`config.mk`:
```
export PLATFORM = sky130hd
export DESIGN_NAME = conv_pe_feeder
export DESIGN_NICKNAME = d
export VERILOG_FILES = /design/src/rtl/conv_pe_feeder.sv
export SDC_FILE = /design/constraint.sdc
export NUM_CORES = 1
export LEC_CHECK = 0
export ABC_AREA = 1
export CORE_AREA = 4 4 323 325
export CTS_BUF_LIST = sky130_fd_sc_hd__clkbuf_4 sky130_fd_sc_hd__clkbuf_8
export CTS_CLUSTER_SIZE = 30
export DETAILED_ROUTE_END_ITERATION = 10
export DIE_AREA = 0 0 327 329
export HOLD_SLACK_MARGIN = 0.03
export PLACE_DENSITY = 0.3
export SLEW_MARGIN = 5
export SYNTH_ARGS = -nofsm -noshare
export SYNTH_HDL_FRONTEND = slang
export SYNTH_SLANG_ARGS = --single-unit
```
`constraint.sdc`:
```
create_clock -name clk -period 3.5 [get_ports clk]
set_input_delay 0.525 -clock clk [delete_from_list [all_inputs] [get_ports clk]]
set_output_delay 0.525 -clock clk [all_outputs]
set_load 0.03 [all_outputs]
```
`src/rtl/conv_pe_feeder.sv`:
```
// conv_pe_feeder: loads Tin filter words, pulses change_filter, then streams an H x W IFM tile
// as zero-padded 3-row windows with delayed edge flags and t_cal_start to conv_pe.
module conv_pe_feeder #(
  parameter int K          = 3,
  parameter int IFM_DW     = 32,
  parameter int FILTER_DW  = 72,
  parameter int Tin        = 4,
  parameter int Tout       = 4,
  parameter int W_SIZE     = 10,
  parameter int FLAG_DELAY = 2,
  parameter int CAL_DELAY  = 3
) (
  input  logic                      clk,
  input  logic                      rstn,
  input  logic                      start,
  input  logic [W_SIZE-1:0]         cfg_width,
  input  logic [W_SIZE-1:0]         cfg_height,
  output logic                      busy,
  output logic                      done,
  output logic                      flt_rd_en,
  output logic [1:0]                flt_rd_idx,
  input  logic [Tout*FILTER_DW-1:0] flt_rd_data,
  output logic                      ifm_rd_en,
  output logic [W_SIZE-1:0]         ifm_rd_row,
  output logic [W_SIZE-1:0]         ifm_rd_col,
  input  logic [K*IFM_DW-1:0]       ifm_rd_data,
  output logic                      load_filter,
  output logic [1:0]                load_idx,
  output logic [Tout*FILTER_DW-1:0] bm_filter_data_flat,
  output logic                      change_filter,
  output logic                      t_data_run,
  output logic                      t_cal_start,
  output logic [K*IFM_DW-1:0]       bm_ifm_data_flat,
  output logic                      c_is_first_row,
  output logic                      c_is_last_row,
  output logic                      c_is_first_col,
  output logic                      c_is_last_col
);
  localparam int D = (FLAG_DELAY > CAL_DELAY ? FLAG_DELAY : CAL_DELAY) + 1;
  typedef enum logic [2:0] {IDLE, LOADF, GAP, CHG, RUN, DRAIN, DONE} state_e;
  state_e state_q, state_d;
  logic [1:0] cnt_q, ld_idx_q;
  logic [W_SIZE-1:0] w_q, h_q, r_q, c_q;
  logic ld_q;
  logic [D-1:0] v_q;
  logic [FLAG_DELAY:0][3:0] fl_q;
  logic [1:0] z_q;
  logic loadf, run, row_first, row_last, col_first, col_last;
  assign loadf     = state_q == LOADF;
  assign run       = state_q == RUN;
  assign row_first = r_q == '0;
  assign row_last  = r_q == h_q - W_SIZE'(1);
  assign col_first = c_q == '0;
  assign col_last  = c_q == w_q - W_SIZE'(1);
  always_comb begin
    state_d = state_q;
    case (state_q)
      IDLE:    state_d = start ? LOADF : IDLE;
      LOADF:   state_d = cnt_q == 2'(Tin - 1) ? GAP : LOADF;
      GAP:     state_d = CHG;
      CHG:     state_d = RUN;
      RUN:     state_d = row_last && col_last ? DRAIN : RUN;
      DRAIN:   state_d = v_q == '0 ? DONE : DRAIN;
      DONE:    state_d = IDLE;
      default: state_d = IDLE;
    endcase
  end
  always_ff @(posedge clk or negedge rstn) begin
    if (!rstn) begin
      state_q  <= IDLE;
      cnt_q    <= '0;
      w_q      <= '0;
      h_q      <= '0;
      r_q      <= '0;
      c_q      <= '0;
      ld_q     <= 1'b0;
      ld_idx_q <= '0;
      v_q      <= '0;
      fl_q     <= '0;
      z_q      <= '0;
    end else begin
      state_q <= state_d;
      if (state_q == IDLE && start) begin
        w_q   <= cfg_width;
        h_q   <= cfg_height;
        r_q   <= '0;
        c_q   <= '0;
        cnt_q <= '0;
      end
      if (loadf) cnt_q <= cnt_q + 2'd1;
      if (run) begin
        c_q <= col_last ? '0 : c_q + W_SIZE'(1);
        if (col_last) r_q <= r_q + W_SIZE'(1);
      end
      ld_q     <= loadf;
      ld_idx_q <= flt_rd_idx;
      // v_q[0] marks a data beat; later stages time the flags and t_cal_start
      v_q      <= {v_q[D-2:0], run};
      fl_q     <= {fl_q[FLAG_DELAY-1:0], run ? {row_first, row_last, col_first, col_last} : 4'b0};
      z_q      <= {row_last, row_first};
    end
  end
  assign busy                = state_q != IDLE && state_q != DONE;
  assign done                = state_q == DONE;
  assign flt_rd_en           = loadf;
  assign flt_rd_idx          = loadf ? cnt_q : '0;
  assign ifm_rd_en           = run;
  assign ifm_rd_row          = run ? r_q : '0;
  assign ifm_rd_col          = run ? c_q : '0;
  assign load_filter         = ld_q;
  assign load_idx            = ld_idx_q;
  assign bm_filter_data_flat = ld_q ? flt_rd_data : '0;
  assign change_filter       = state_q == CHG;
  assign t_data_run          = v_q[0];
  assign t_cal_start         = v_q[CAL_DELAY];
  // slot0 (row r-1) and slot2 (row r+1) are the vertical padding rows
  assign bm_ifm_data_flat    = v_q[0] ? ifm_rd_data & {{IFM_DW{~z_q[1]}}, {IFM_DW{1'b1}}, {IFM_DW{~z_q[0]}}} : '0;
  assign {c_is_first_row, c_is_last_row, c_is_first_col, c_is_last_col} = fl_q[FLAG_DELAY];
endmodule

```
# Word-level counts from Yosys, hierarchy flattened
# Index checks and enable logic that the tools add are counted.
dict set report totals {
  register_bits 66
  input_bits 407
  out_inout_bits 420
  wordCells 60
}
dict set report classes {
  add_sub_neg 5
  eq_ne 10
  n_mux 19
  n_bitwise 3
  n_reduce_logical 10
}
# operator n
set op_table {}
lappend op_table {{$mux W288} 1}
lappend op_table {{$and A96 B96 Y96} 1}
lappend op_table {{$mux W96} 1}
lappend op_table {{$mux W10} 8}
lappend op_table {{$add A10 B1 Y10 const B} 2}
lappend op_table {{$eq A10 B10 Y1} 2}
lappend op_table {{$logic_not A10 Y1} 2}
lappend op_table {{$sub A10 B1 Y10 const B} 2}
lappend op_table {{$pmux W3 S6} 1}
lappend op_table {{$mux W2} 5}
lappend op_table {{$eq A3 B3 Y1 const B} 3}
lappend op_table {{$eq A3 B2 Y1 const B} 2}
lappend op_table {{$logic_not A4 Y1} 1}
lappend op_table {{$mux W4} 1}
lappend op_table {{$reduce_bool A2 Y1} 2}
lappend op_table {{$eq A3 B1 Y1 const B} 1}
lappend op_table {{$logic_and A1 B1 Y1} 3}
lappend op_table {{$logic_not A3 Y1} 1}
lappend op_table {{$ne A3 B3 Y1 const B} 1}
lappend op_table {{$reduce_bool A3 Y1} 1}
lappend op_table {{$add A2 B1 Y2 const B} 1}
lappend op_table {{$eq A2 B2 Y1 const B} 1}
lappend op_table {{$mux W1} 2}
lappend op_table {{$not A1 Y1} 2}

# Depth between registers and ports, before layout
# Gate-level depths: netlist of the first run.
dict set report logic_depth {
  depth_word 5
  ltp_mapped 13
  depth_no_buf 13
}

# Worst setup path before layout of the first run
# No wires, ideal clock.
dict set report synth_path {
  kind {register to output}
  start {register state_q[1]}
  end {output port flt_rd_idx[0]}
  arrival_ns 2.086
  required_ns 2.975
  setup_slack_ns 0.889
  path_stages_with_launch 4
  n_path_buf 0
  cell_sequence {dfrtp_1 -> nor3_1 -> inv_1 -> nor2_1}
}
dict set report synth_between {
  elab_chain_cells 2
}
# item line_no
set synth_lines {}
lappend synth_lines {{start, declared} 41} ;# state_e state_q, state_d;
lappend synth_lines {{start signal, assigned} 82} ;# state_q <= state_d;
lappend synth_lines {{$eq A3 B1 Y1} 49} ;# assign loadf = state_q == LOADF;
lappend synth_lines {{net flt_rd_en} 20} ;# output logic flt_rd_en,
lappend synth_lines {{$mux W2} 106} ;# assign flt_rd_idx = loadf ? cnt_q : '0;
lappend synth_lines {{end, declared} 21} ;# output logic [1:0] flt_rd_idx,
# The timed path passes the listed nets, and every way through them passes these cells.

# Worst setup path in the final report of the first run
dict set report layout_path {
  start {register state_q[1]}
  end {output port ifm_rd_row[7]}
}
dict set report layout_between {
  elab_chain_cells 2
}
# item line_no
set layout_lines {}
lappend layout_lines {{$eq A3 B3 Y1} 50} ;# assign run = state_q == RUN;
lappend layout_lines {{$mux W10} 108} ;# assign ifm_rd_row = run ? r_q : '0;
lappend layout_lines {{end, declared} 24} ;# output logic [W_SIZE-1:0] ifm_rd_row,
# Every way passes these cells.

==> results of run 1 <==
==> cell families after synthesis <==
kind of cell             share of synthesized area, %
flip-flops                                       24.8
XOR/XNOR                                         3.68
adder cells (fa/ha/maj)                          1.32
AO/OA/AOI/OAI                                    3.20
buffers and inverters                            28.4
AND/OR/NAND/NOR                                  38.6
==> worst min path at each step <==
stage / to / from / slack [ns]
after CTS: w_q[8] / rstn / 0.35
final: r_q[3] / rstn / 0.33
after floorplan: c_is_first_col / rstn / 0.23
after detailed placement: c_is_last_col / fl_q[4] / 0.34
after global routing: fl_q[5] / fl_q[1] / 0.36
after global placement: fl_q[5] / fl_q[1] / 0.33
==> per-layer routing <==
| layer | vias up | share of wire [%] | track usage (%) |
|---|---|---|---|
| met5 | - | 0.27 | 0 |
| met4 | 32 | 1.1 | 0.855 |
| met3 | 143 | 12 | 7.06 |
| met2 | 611 | 49 | 25.2 |
| met1 | 4979 | 37 | 14.9 |
| li1 | 5092 | - | - |
==> worst max-delay path, cell delays in order (launching register included) <==
cell	delay, ns
dfrtp_1	0.44
nor2_1	0.19
inv_2	0.10
nor2_8	0.28
inv_1	0.24
buf_4	0.27
nor2_1	0.15
clkdlybuf4s50_1	0.70
==> metrics by stage <==
stage	instances	setup WS, ns	utilization, %	hold WS (ns)
finish	3461	0.224	16.7	0.328
global route	3447	0.0501	16.7	0.359
CTS	3446	0.141	16.7	0.349
detailed placement	3430	0.587	16.5	0.336
global placement	3430	0.536	16.5	0.333
floorplan	1278	0.889	-	0.229
==> where the power goes <==
part | internal, mW | switching [mW] | leakage, nW | total (mW)
sequential | 0.762 | 0 | 0.760 | 0.762
combinational | 0.530 | 0.338 | 8.26 | 0.868
clock | 0.484 | 0.354 | 0.117 | 0.838
==> layout make-up <==
type                    instances  area (sq um)
flip-flops and latches         66          1660
clock inverters                 6           114
well taps                    1368          1710
multi-input cells             713          3110
diodes                         15          37.5
inverters                     443          1660
clock buffers                  10           131
fillers                     11700         84500
repair buffers                840          8560
==> state kept, by name, summed over array words and instances (netlist names) <==
signal / flops
c_is_first_col: 1
c_is_first_row: 1
c_is_last_col: 1
c_is_last_row: 1
c_q: 10
cnt_q: 2
fl_q: 8
h_q: 10
load_filter: 1
load_idx: 2
r_q: 10
state_q: 3
v_q: 4
w_q: 10
z_q: 2
==> layout by cell type (no fill, tap or decap), types with 9 or more instances in the layout <==
| cell | instances |
|---|---|
| clkdlybuf4s50_1 | 750 |
| nand2_1 | 443 |
| inv_1 | 439 |
| nor2_1 | 118 |
| dfrtp_1 | 65 |
| buf_4 | 59 |
| nand3_1 | 42 |
| buf_12 | 30 |
| xor2_1 | 21 |
| o21ai_0 | 17 |
| diode_2 | 15 |
| nor3_1 | 9 |
| o21ai_1 | 9 |
| clkbuf_8 | 9 |
==> flow_metrics.py, run 1 <==
metrics = {
    "sta": {
        "slew_viol_final": 0,
        "finalSetupViolCount": 0,
        "fin_crit_ns": 3.28,
        "relSlewSlack_pct": 33.4,
        "fmax_mhz": 305,
        "tightest_slew_ns": 0.999,
        "period_share_pct": 93.6,
        "skew_ns": 0.0142,
        "hold_violations": 0,
        "tns_ns": 0,
        "rsz0062_at_grt": "no",
    },
    "yosys": {
        "synth_area_leaders": "nand2_1, dfrtp_1, inv_1",
        "synth_top_area_share_pct": 25.0,
        "syn_area_per_cell_sq_um": 5.21,
        "synth.most_common_cell": "nand2_1",
        "synth_top_area_cell": "nand2_1",
        "synthArstFlopShare_pct": 100,
        "synth_edf_count": 0,
        "synth_seq_area_share_pct": 24.8,
        "syn-cell-area_sq_mm": 0.00666,
        "syn_nets": 1692,
        "synth-seq-cells": 66,
        "yosysWarnings": 0,
        "yosysUniqueCellTypes": 33,
        "ys_top_cells_by_count": "nand2_1, inv_1, nor2_1, dfrtp_1, clkbuf_1",
        "synth_cells": 1278,
        "synth_ff_type": "dfrtp_1",
    },
    "worst_setup_path": {
        "reg2reg_from": "w_q[0]",
        "crit_required_ns": 2.97,
        "path_max_fanout": 19,
        "cp-start-kind": "flop",
        "rr_endpoint": "state_q[0]",
        "critPathCapture": "ifm_rd_row[7]",
        "endpoint_kind": "output port",
        "critical_path.startpoint": "state_q[1]",
        "critPathArrivalTime_ns": 2.75,
        "critical_path_class": "reg -> out",
        "reg2reg_slack_ns": 1.08,
        "rr_worst_depth": 12,
    },
    "global_routing": {
        "grt_util_all_layers_pct": 13.8,
        "grt_pass1_wl_um": 102000,
        "grt_max_degree": 122,
        "gr-total-overflow": 0,
        "antenna_found_initial": 87,
        "grt_pass1_vias": 11300,
    },
    "clock_network": {
        "ctsResizeCount": 0,
        "cts_buffers": 9,
        "cts_tree": "done",
        "htree_levels": 3,
        "clk_path_buf_depth": 2,
        "clkTransAtPathRegs_ns": 0.09,
        "cts_root_buf": "clkbuf_8",
        "holdBufCountCts": 0,
        "cts.sinks": 66,
        "cts_setup_buffers": 0,
        "clock_latency_ns": 0.37,
    },
    "routing": {
        "drt_iter0_drc": 435,
        "drcViolationCount": 0,
        "firstDrtPassIters": 4,
        "vias": 10900,
        "ant_nets": 0,
        "routedWlPerCell_um": 22.6,
        "totalWireLength_um": 78100,
        "viasPerCell": 3.14,
    },
    "power_and_ir_drop": {
        "ir_drop_v": 0.000216,
        "p_leak_nw": 9.14,
        "p_total_mw": 2.47,
        "power.density_mw_per_mm2": 145,
    },
    "status": {
        "outcome": "finished, final reports clean",
    },
    "die": {
        "die_area_sq_mm": 0.108,
        "die_h_um": 329,
        "die_w_um": 327,
        "num_rows": 117,
        "start_util_pct": 6.56,
        "top_level_ports": 827,
        "core_sq_mm": 0.101,
    },
    "placed_design": {
        "gp_congestion": 0.899,
        "io_buffers": 826,
        "dpl-instance-area_sq_mm": 0.0167,
        "place_hpwl_um": 72300,
    },
    "finish": {
        "nets": 2487,
        "drive_gt1_share_pct": 6.21,
        "area_growth_pct": 155,
        "post-route-cell-area_sq_mm": 0.0170,
    },
    "job": {
        "cap_violations": 0,
    },
    "hold_path": {
        "hp-class": "in -> async",
    },
}
Note: power is estimated with default switching activity, not from simulation.
==> run 2, diff against run 1 <==
CORE_AREA = 4 4 318 320   (was 4 4 323 325)
CTS_BUF_LIST = not set   (was sky130_fd_sc_hd__clkbuf_4 sky130_fd_sc_hd__clkbuf_8)
DIE_AREA = 0 0 322 324   (was 0 0 327 329)
PLACE_DENSITY = 0.31   (was 0.3)
clock period = 3.1 ns   (was 3.5 ns; I/O delays follow)
==> flow_metrics.py, run 2 (synthesized netlist as in run 1, its figures left out) <==
metrics = {
    "clock_network": {
        "clk_path_buf_depth": 2,
        "cts_tree": "done",
        "ctsResizeCount": 0,
        "clkTransAtPathRegs_ns": 0.06,
        "cts_root_buf": "clkbuf_16",
        "cts_setup_buffers": 0,
        "cts.sinks": 66,
        "htree_levels": 3,
        "cts_buffers": 9,
        "holdBufCountCts": 0,
        "clock_latency_ns": 0.35,
    },
    "global_routing": {
        "met1_usage_pct": 13.3,
        "antenna_found_initial": 66,
        "grtUsageMet3_pct": 5.72,
        "grt_pass1_vias": 11500,
        "grt_util_all_layers_pct": 13.0,
        "grt_pass1_wl_um": 94300,
        "grt_max_degree": 90,
        "gr-total-overflow": 0,
        "grt.busiest_layer": "met2",
        "grtUsageMet2_pct": 22.9,
    },
    "finish": {
        "drive_gt1_share_pct": 6.97,
        "final_cell_mix": "clkdlybuf4s50_1, nand2_1, inv_1",
        "area_growth_pct": 157,
        "nets": 2503,
        "final_common_cell": "clkdlybuf4s50_1",
        "fillCellCount": 11300,
    },
    "sta": {
        "period_share_pct": 95.0,
        "hold_violations": 0,
        "finalSetupViolCount": 0,
        "skew_ns": 0.00788,
        "rsz0062_at_grt": "no",
        "tns_ns": 0,
        "fin_crit_ns": 2.94,
        "slew_viol_final": 0,
        "relSlewSlack_pct": 48.0,
        "fmax_mhz": 340,
        "tightest_slew_ns": 0.780,
    },
    "worst_setup_path": {
        "cpMaxStageDelayCell": "clkdlybuf4s50_1",
        "crit_required_ns": 2.63,
        "critPathArrivalTime_ns": 2.48,
        "cp_slowest_stage_delay_ns": 0.75,
        "path_max_fanout": 89,
        "cp-start-kind": "flop",
        "cp_common_cell": "buf_12",
        "critical_path_class": "reg -> out",
        "endpoint_kind": "output port",
        "critical_path.cell_chain": "buf_12, buf_12, nand2_1, inv_1, clkdlybuf4s50_1",
    },
    "routing": {
        "routedWlPerCell_um": 21.1,
        "viasPerCell": 3.17,
        "drt_iter0_drc": 528,
        "drcViolationCount": 0,
        "firstDrtPassIters": 5,
        "ant_nets": 0,
        "vias": 10800,
        "totalWireLength_um": 71900,
    },
    "die": {
        "start_util_pct": 6.78,
        "die_area_sq_mm": 0.104,
        "num_rows": 115,
        "die_w_um": 322,
        "core_sq_mm": 0.0981,
        "top_level_ports": 827,
        "die_h_um": 324,
    },
    "placed_design": {
        "gp_congestion": 0.893,
        "io_buffers": 826,
        "place_hpwl_um": 66400,
    },
    "power_and_ir_drop": {
        "p_total_mw": 2.97,
        "power.density_mw_per_mm2": 174,
        "ir_drop_v": 0.000274,
        "p_leak_nw": 9.23,
    },
    "status": {
        "outcome": "finished, final reports clean",
    },
    "hold_path": {
        "hp-class": "in -> async",
    },
    "job": {
        "cap_violations": 0,
    },
}
-- run 2: cell types whose count changed in the layout (fill, tap and decap cells not counted), sizes merged --
cell / previous run / this run
buf: 90 / 107
bufinv: 3 / 2
clkbuf: 10 / 11
clkdlybuf4s50: 750 / 749
clkinv: 0 / 2
clkinvlp: 2 / 1
diode: 15 / 29
inv: 444 / 443
-- run 2: worst paths after layout --
kind | from | slack (ns) | endpoint | cells past startpoint
max | load_filter | 0.16 | bm_filter_data_flat[255] | 5
min | rstn | 0.12 | w_q[7] | 1
max reg2reg | w_q[0] | 0.98 | c_q[0] | 12
min reg2reg | fl_q[2] | 0.35 | fl_q[6] | 0
max in group asynchronous | rstn | 2.35 | load_idx[0] | 2
min in group clk | fl_q[2] | 0.35 | fl_q[6] | 0
-- run 2: layout make-up --
class,count,area [sq um],share of cell area (%)
Tap cell,1287,1610,9.43
Clock inverter,5,77.6,0.454
Timing Repair Buffer,856,8640,50.6
Clock buffer,11,243,1.42
Sequential cell,66,1660,9.70
Inverter,443,1660,9.74
Antenna cell,29,72.6,0.425
Multi-Input combinational cell,713,3110,18.2
-- run 2: layer usage --
| metal | part of all wire [%] | vias to the layer above |
|---|---|---|
| li1 | - | 5139 |
| met1 | 36 | 4946 |
| met2 | 50 | 580 |
| met3 | 11 | 110 |
| met4 | 3.2 | 20 |
| met5 | 0.18 | - |
-- run 2: power by group --
part / total [mW] / internal (mW) / switching (mW)
Combinational: 0.969 / 0.597 / 0.372
Sequential: 0.862 / 0.862 / 0
Clock: 1.14 / 0.724 / 0.416
Total: 2.97 / 2.18 / 0.789
-- run 2: worst max-delay path, delay by kind of cell (launching register included) --
kind	cells	cell delay, ns
buffers and inverters	4	1.46
flip-flops	1	0.44
AND/OR/NAND/NOR	1	0.14
-- run 2: through the flow --
step	util (%)	cell area [sq um]	worst slack, ns	cells	hold slack (ns)
6_report	17.4	17100	0.156	3410	0.120
5_1_grt	17.4	17100	0.0117	3404	0.161
4_1_cts	17.3	17000	0.00802	3381	0.146
3_5_place_dp	17.0	16700	0.405	3365	0.336
3_3_place_gp	17.0	16700	0.431	3365	0.340
2_1_floorplan	-	6660	0.549	1278	0.169
==> run 3, diff against run 2 <==
CAP_MARGIN = 20   (was not set)
CTS_CLUSTER_DIAMETER = 40   (was not set)
==> results of run 3 <==
No change in the layout: final DEF, timing and power equal those of run 2.
==> edit 1 (config.mk and constraints of run 3) <==
Reset style: synchronous (`rstn`), changed in one clocked block.
--- a/src/rtl/conv_pe_feeder.sv
+++ b/src/rtl/conv_pe_feeder.sv
@@ -66,5 +66,5 @@
     endcase
   end
-  always_ff @(posedge clk or negedge rstn) begin
+  always_ff @(posedge clk) begin
     if (!rstn) begin
       state_q  <= IDLE;
Formal check against the unedited RTL: differs if rstn is asserted again (counterexample within 4 cycles, from zero or initial values and one cycle with rstn low); with rstn held inactive, the same outputs for 4 cycles.
==> edit 1 against run 3 <==
Combinational power up 76%; worst setup slack better by 0.14 ns; non-clock buffer count down 11; wire length up 13%; first-iteration DRC count up 5.9%; sequential cell count unchanged; die area unchanged; critical path depth down 1; synthesized area down 0.36%; register-to-register slack worse by 0.16 ns; power up 22%; critical endpoint is now bm_filter_data_flat[250]; hold slack better by 0.30 ns; final area down 1.4%.
==> edit 1: results (changes against run 3) <==
- Crit Path Max Fanout: 82 (-7.9%)
- Area contributors post-synth: inv_1 (26%), nand2_1 (25%), dfxtp_1 (20%), nor2_1 (8.3%), xor2_1 (3.0%)
- Port Buffers: 826 (unchanged)
- CTS max path bufs: 2 (unchanged)
- Setup slack at placement: 0.512 ns (+0.108 ns)
- Largest net degree at the start of global routing: 83 (-7.8%)
- Post-synth ARST share: 0 (-1.00)
- VDD IR-drop max: 0.203 mV (-26%)
- Detailed Place HPWL: 74.9 mm (+13%)
- Layout Cells excl Fill: 3,462 (+1.5%)
- Static leakage: 0.00898 uW (-2.7%)
- Synth warn: 0 (unchanged)
- Final WL: 81.6 mm (+13%)
- Fmax: 357 MHz (+5.2%)
- Layout cells sized above 1: 0.0740 (+0.00430)
- Antenna violations before repair: 99 (+50%)
- Drt pass-1 iters: 5 (unchanged)
- Main flop type after synthesis: dfxtp_1
- Skew final: 0.0106 ns (+0.00274 ns)
- Nets: 2,558 (+2.2%)
- Hold Path Class: flip-flop to flip-flop
- Crit path DAT: 2.33 ns (-0.15 ns)
- CTS resizes: 0 (unchanged)
- Top cells by count, synth: inv_1 (459), nand2_1 (449), nor2_1 (146)
- Fillers: 11.3k (-0.080%)
- Clock buffer count from CTS: 9 (unchanged)
- Worst-Skew Late Latency: roughly 0.34 ns
- Avg Inst Size Synth: 4.92 um^2 (-5.6%)
- H-tree levels: 3 (unchanged)
- Worst-path clk slew: 0.06 ns (about the same)
- Final GP Congestion: 0.907 (+1.6%)
- Outcome: completed
- Post-CTS setup buffer count: 0 (unchanged)
- Post-synth cell types: 29 (-12%)
- Clock tree root driver cell: clkbuf_16
- First-pass GRT wire length: 104 mm (+9.9%)
- Starting DRT DRC Count: 559 (+5.9%)
- Vias in the first global route: 11.6k (+0.60%)
- Via Count: 11.3k (+4.4%)
- Post-Synthesis Net Count: 1,763 (+4.2%)
- All-Layer GR Usage: 0.147 (+0.0170)
- Slew Limit Headroom: 0.501 (+0.0212)
- Placed cells: 3,420 (+1.6%)
- Sequential share of the synthesized area: 0.199 (-0.0489)
- Net switching power figure: 1310 uW (+66%)
-- edit 1: path summary, 6_finish.rpt --
path,start,to,cells past startpoint,slack [ns]
min reg2reg,fl_q[5],c_is_first_col,2,0.42
min,fl_q[5],c_is_first_col,2,0.42
max,load_filter,bm_filter_data_flat[250],4,0.30
max reg2reg,w_q[0],c_q[2],11,0.82
-- edit 1: area by class of cell --
type | instances | area, um^2 | area share
Sequential cell | 66 | 1330 | 0.0787
Multi-Input combinational cell | 762 | 3320 | 0.197
Inverter | 460 | 1730 | 0.103
Clock buffer | 13 | 272 | 0.0161
Clock inverter | 2 | 10.0 | 0.000595
Tap cell | 1287 | 1610 | 0.0957
Timing Repair Buffer | 845 | 8510 | 0.505
Antenna cell | 27 | 67.6 | 0.00401
-- edit 1: through the flow --
stage / instance area [um^2] / power [uW] / utilization
finish: 16800 / 3620 / 0.172
CTS: 16800 / 3690 / 0.171
detailed placement: 16500 / 2660 / 0.168
global route: 16800 / 3830 / 0.171
floorplan: 6630 / 1600 / -
global placement: 16500 / 2660 / 0.168
-- edit 1: logic make-up (layout without fill, tap and decap cells) --
logic type | count (synthesis) | in the layout | share of synthesized area
simple gates | 663 | 663 | 0.396
compound gates | 68 | 68 | 0.0591
xor+xnor | 24 | 24 | 0.0317
flops | 66 | 66 | 0.199
buf+inv | 521 | 1320 | 0.300
fa+ha+maj | 7 | 7 | 0.0132
other cells | 0 | 27 | 0
-- edit 1: power by group through the flow --
stage	logic (uW)	clock network, uW	registers (uW)
CTS	1740	1050	904
floorplan	684	0	916
finish	1710	1010	903
detailed placement	1730	0	923
global placement	1730	0	922
global route	1840	1080	908
-- edit 1: layer usage --
metal  GRT usage  vias up  routed length [um]
met4      0.0363       22                2260
met3      0.0637      163                9700
li1            -     5310                   -
met1       0.149     5118               27700
met5           0        -                 154
met2       0.277      656               41900
-- edit 1: worst max-delay path: stages (launching register included) --
cell and delay (ns):
dfxtp_4 0.40, buf_12 0.28, nand2_1 0.18, inv_1 0.25
clkdlybuf4s50_1 0.73
==> edit 2 (config.mk and constraints of run 3) <==
Without the edit above. Change the parameter `IFM_DW` from 32 to 16.
--- a/src/rtl/conv_pe_feeder.sv
+++ b/src/rtl/conv_pe_feeder.sv
@@ -3,5 +3,5 @@
 module conv_pe_feeder #(
   parameter int K          = 3,
-  parameter int IFM_DW     = 32,
+  parameter int IFM_DW     = 16,
   parameter int FILTER_DW  = 72,
   parameter int Tin        = 4,
Ports: changed (resized bm_ifm_data_flat and ifm_rd_data); port bits go from 827 to 731. The function was not compared with the original's and may differ.
==> edit 2 against run 3 <==
Final area shrank 7.9%; synthesized area shrank 5.5%; clock skew about the same; synthesized cell count fell by 8.4%; first-iteration DRC count is 27% higher; sequential cell count did not move; wire length increased by 8.4%; critical path depth fell by 2; worst setup slack improved by 0.13 ns; via count shrank 6.7%; power fell by 8.7%; clock power shrank 5%; non-clock buffer count is 110 lower.
==> edit 2: results (changes against run 3) <==
- R2r worst-path depth: 11 (-1)
- Worst-path clk slew: 0.06 ns (about the same)
- Nets: 2,246 (-10%)
- Crit Path Max Fanout: 21 (-76%)
- Via Count: 10.1k (-6.7%)
- Crit path DAT: 2.35 ns (-0.13 ns)
- Starting DRT DRC Count: 671 (+27%)
- H-tree levels: 3 (unchanged)
- VDD IR-drop max: 0.192 mV (-30%)
- Final WL: 78.0 mm (+8.4%)
- Skew final: 0.00831 ns (+0.000434 ns)
- Clock tree root driver cell: clkbuf_16
- R2R Path End: r_q[1]
- Final GP Congestion: 0.926 (+3.7%)
- CTS resizes: 0 (unchanged)
- Post-Synthesis Net Count: 1,537 (-9.2%)
- Crit path to: bm_ifm_data_flat[19]
- First-pass GRT wire length: 98.7 mm (+4.7%)
- Drt pass-1 iters: 6 (+1)
- Detailed Place HPWL: 72.2 mm (+8.7%)
- Fillers: 11.3k (+0.062%)
- Post-CTS setup buffer count: 0 (unchanged)
- Vias in the first global route: 10.5k (-8.6%)
- Antenna violations before repair: 101 (+53%)
- Outcome: completed
- Sequential share of the synthesized area: 0.263 (+0.0144)
- Critical Path Start: v_q[0]
- Post-synth cell types: 33 (unchanged)
- Largest net degree at the start of global routing: 92 (+2.2%)
- Power per cell area: 172 nW/um^2 (-0.89%)
- Synth warn: 0 (unchanged)
- Post-Synth XOR/XNOR Area: 0.0390 (+0.00213)
- CTS max path bufs: 2 (unchanged)
- Flop-to-flop setup slack: 0.95 ns (-0.03 ns)
- Port Buffers: 730 (-12%)
- Hold Path Class: input port to asynchronous set/reset pin
- Worst-Skew Late Latency: 0.34 ns
- Post-synth ARST share: 1.00 (unchanged)
- Post-synthesis mux area share: 0 (unchanged)
- Synth Area in Adders: 0.0139 (+0.000762)
- Clock buffer count from CTS: 9 (unchanged)
- All-Layer GR Usage: 0.141 (+0.0111)
- Dpl cell area: 15,400 um^2 (-8.0%)
- Static leakage: 0.00847 uW (-8.3%)
- Reg2Reg Launch Point: w_q[0]
- Layout cells sized above 1: 0.0706 (+0.000871)
- Top cells by count, synth: nand2_1 (432), inv_1 (392), nor2_1 (82)
- Main flop type after synthesis: dfrtp_1
- Slew @ Worst Pin: 0.996 ns (+0.216 ns)
- Compound-Gate Fraction of Synth Area: 0.0322 (+0.000259)
- Area contributors post-synth: dfrtp_1 (26%), nand2_1 (26%), inv_1 (23%), nor2_1 (4.9%), xor2_1 (2.8%)
==> edit 2: cell types whose count changed in the layout (fill, tap and decap cells not counted), sizes merged, moves of 3 or more <==
cell                  run 3  this run
clkdlybuf4s50           749       651
inv                     443       395
nor2                    129        92
buf                     107        95
nand2                   447       435
nand3                    43        35
a31oi                     3         0
==> edit 2: power by group <==
group | switching [uW] | internal (uW) | total, uW
logic | 270 | 498 | 768
registers | 0 | 861 | 861
clock network | 420 | 663 | 1080
total | 689 | 2020 | 2710
==> edit 2: through the flow <==
stage | hold WS (ns) | std cells | setup WS, ns | utilization
3_5_place_dp | 0.340 | 3156 | 0.610 | 0.156
3_3_place_gp | 0.341 | 3156 | 0.580 | 0.156
6_report | 0.106 | 3198 | 0.285 | 0.160
4_1_cts | 0.115 | 3171 | 0.222 | 0.160
2_1_floorplan | 0.169 | 1171 | 0.586 | -
5_1_grt | 0.133 | 3181 | 0.0840 | 0.160
==> edit 2: routing by layer <==
layer / GRT usage / vias up / routed length (um)
met2: 0.249 / 577 / 38300
met1: 0.153 / 4670 / 28600
met5: 0 / - / 135
met3: 0.0647 / 147 / 8750
li1: - / 4663 / -
met4: 0.0385 / 20 / 2220
==> edit 2: final cells by class <==
type | count | area (um^2) | share of cell area
inverters | 395 | 1480 | 0.0943
clock buffers | 11 | 253 | 0.0161
repair buffers | 746 | 7660 | 0.487
well taps | 1287 | 1610 | 0.102
clock inverters | 4 | 51.3 | 0.00326
diodes | 27 | 67.6 | 0.00430
multi-input cells | 662 | 2940 | 0.187
flip-flops and latches | 66 | 1660 | 0.105
==> edit 2: critical path, cell delays in order, from the launching register on <==
cell and delay (ns):
dfrtp_1 0.98, nand2_1 0.16, inv_1 0.15, clkdlybuf4s50_1 0.69
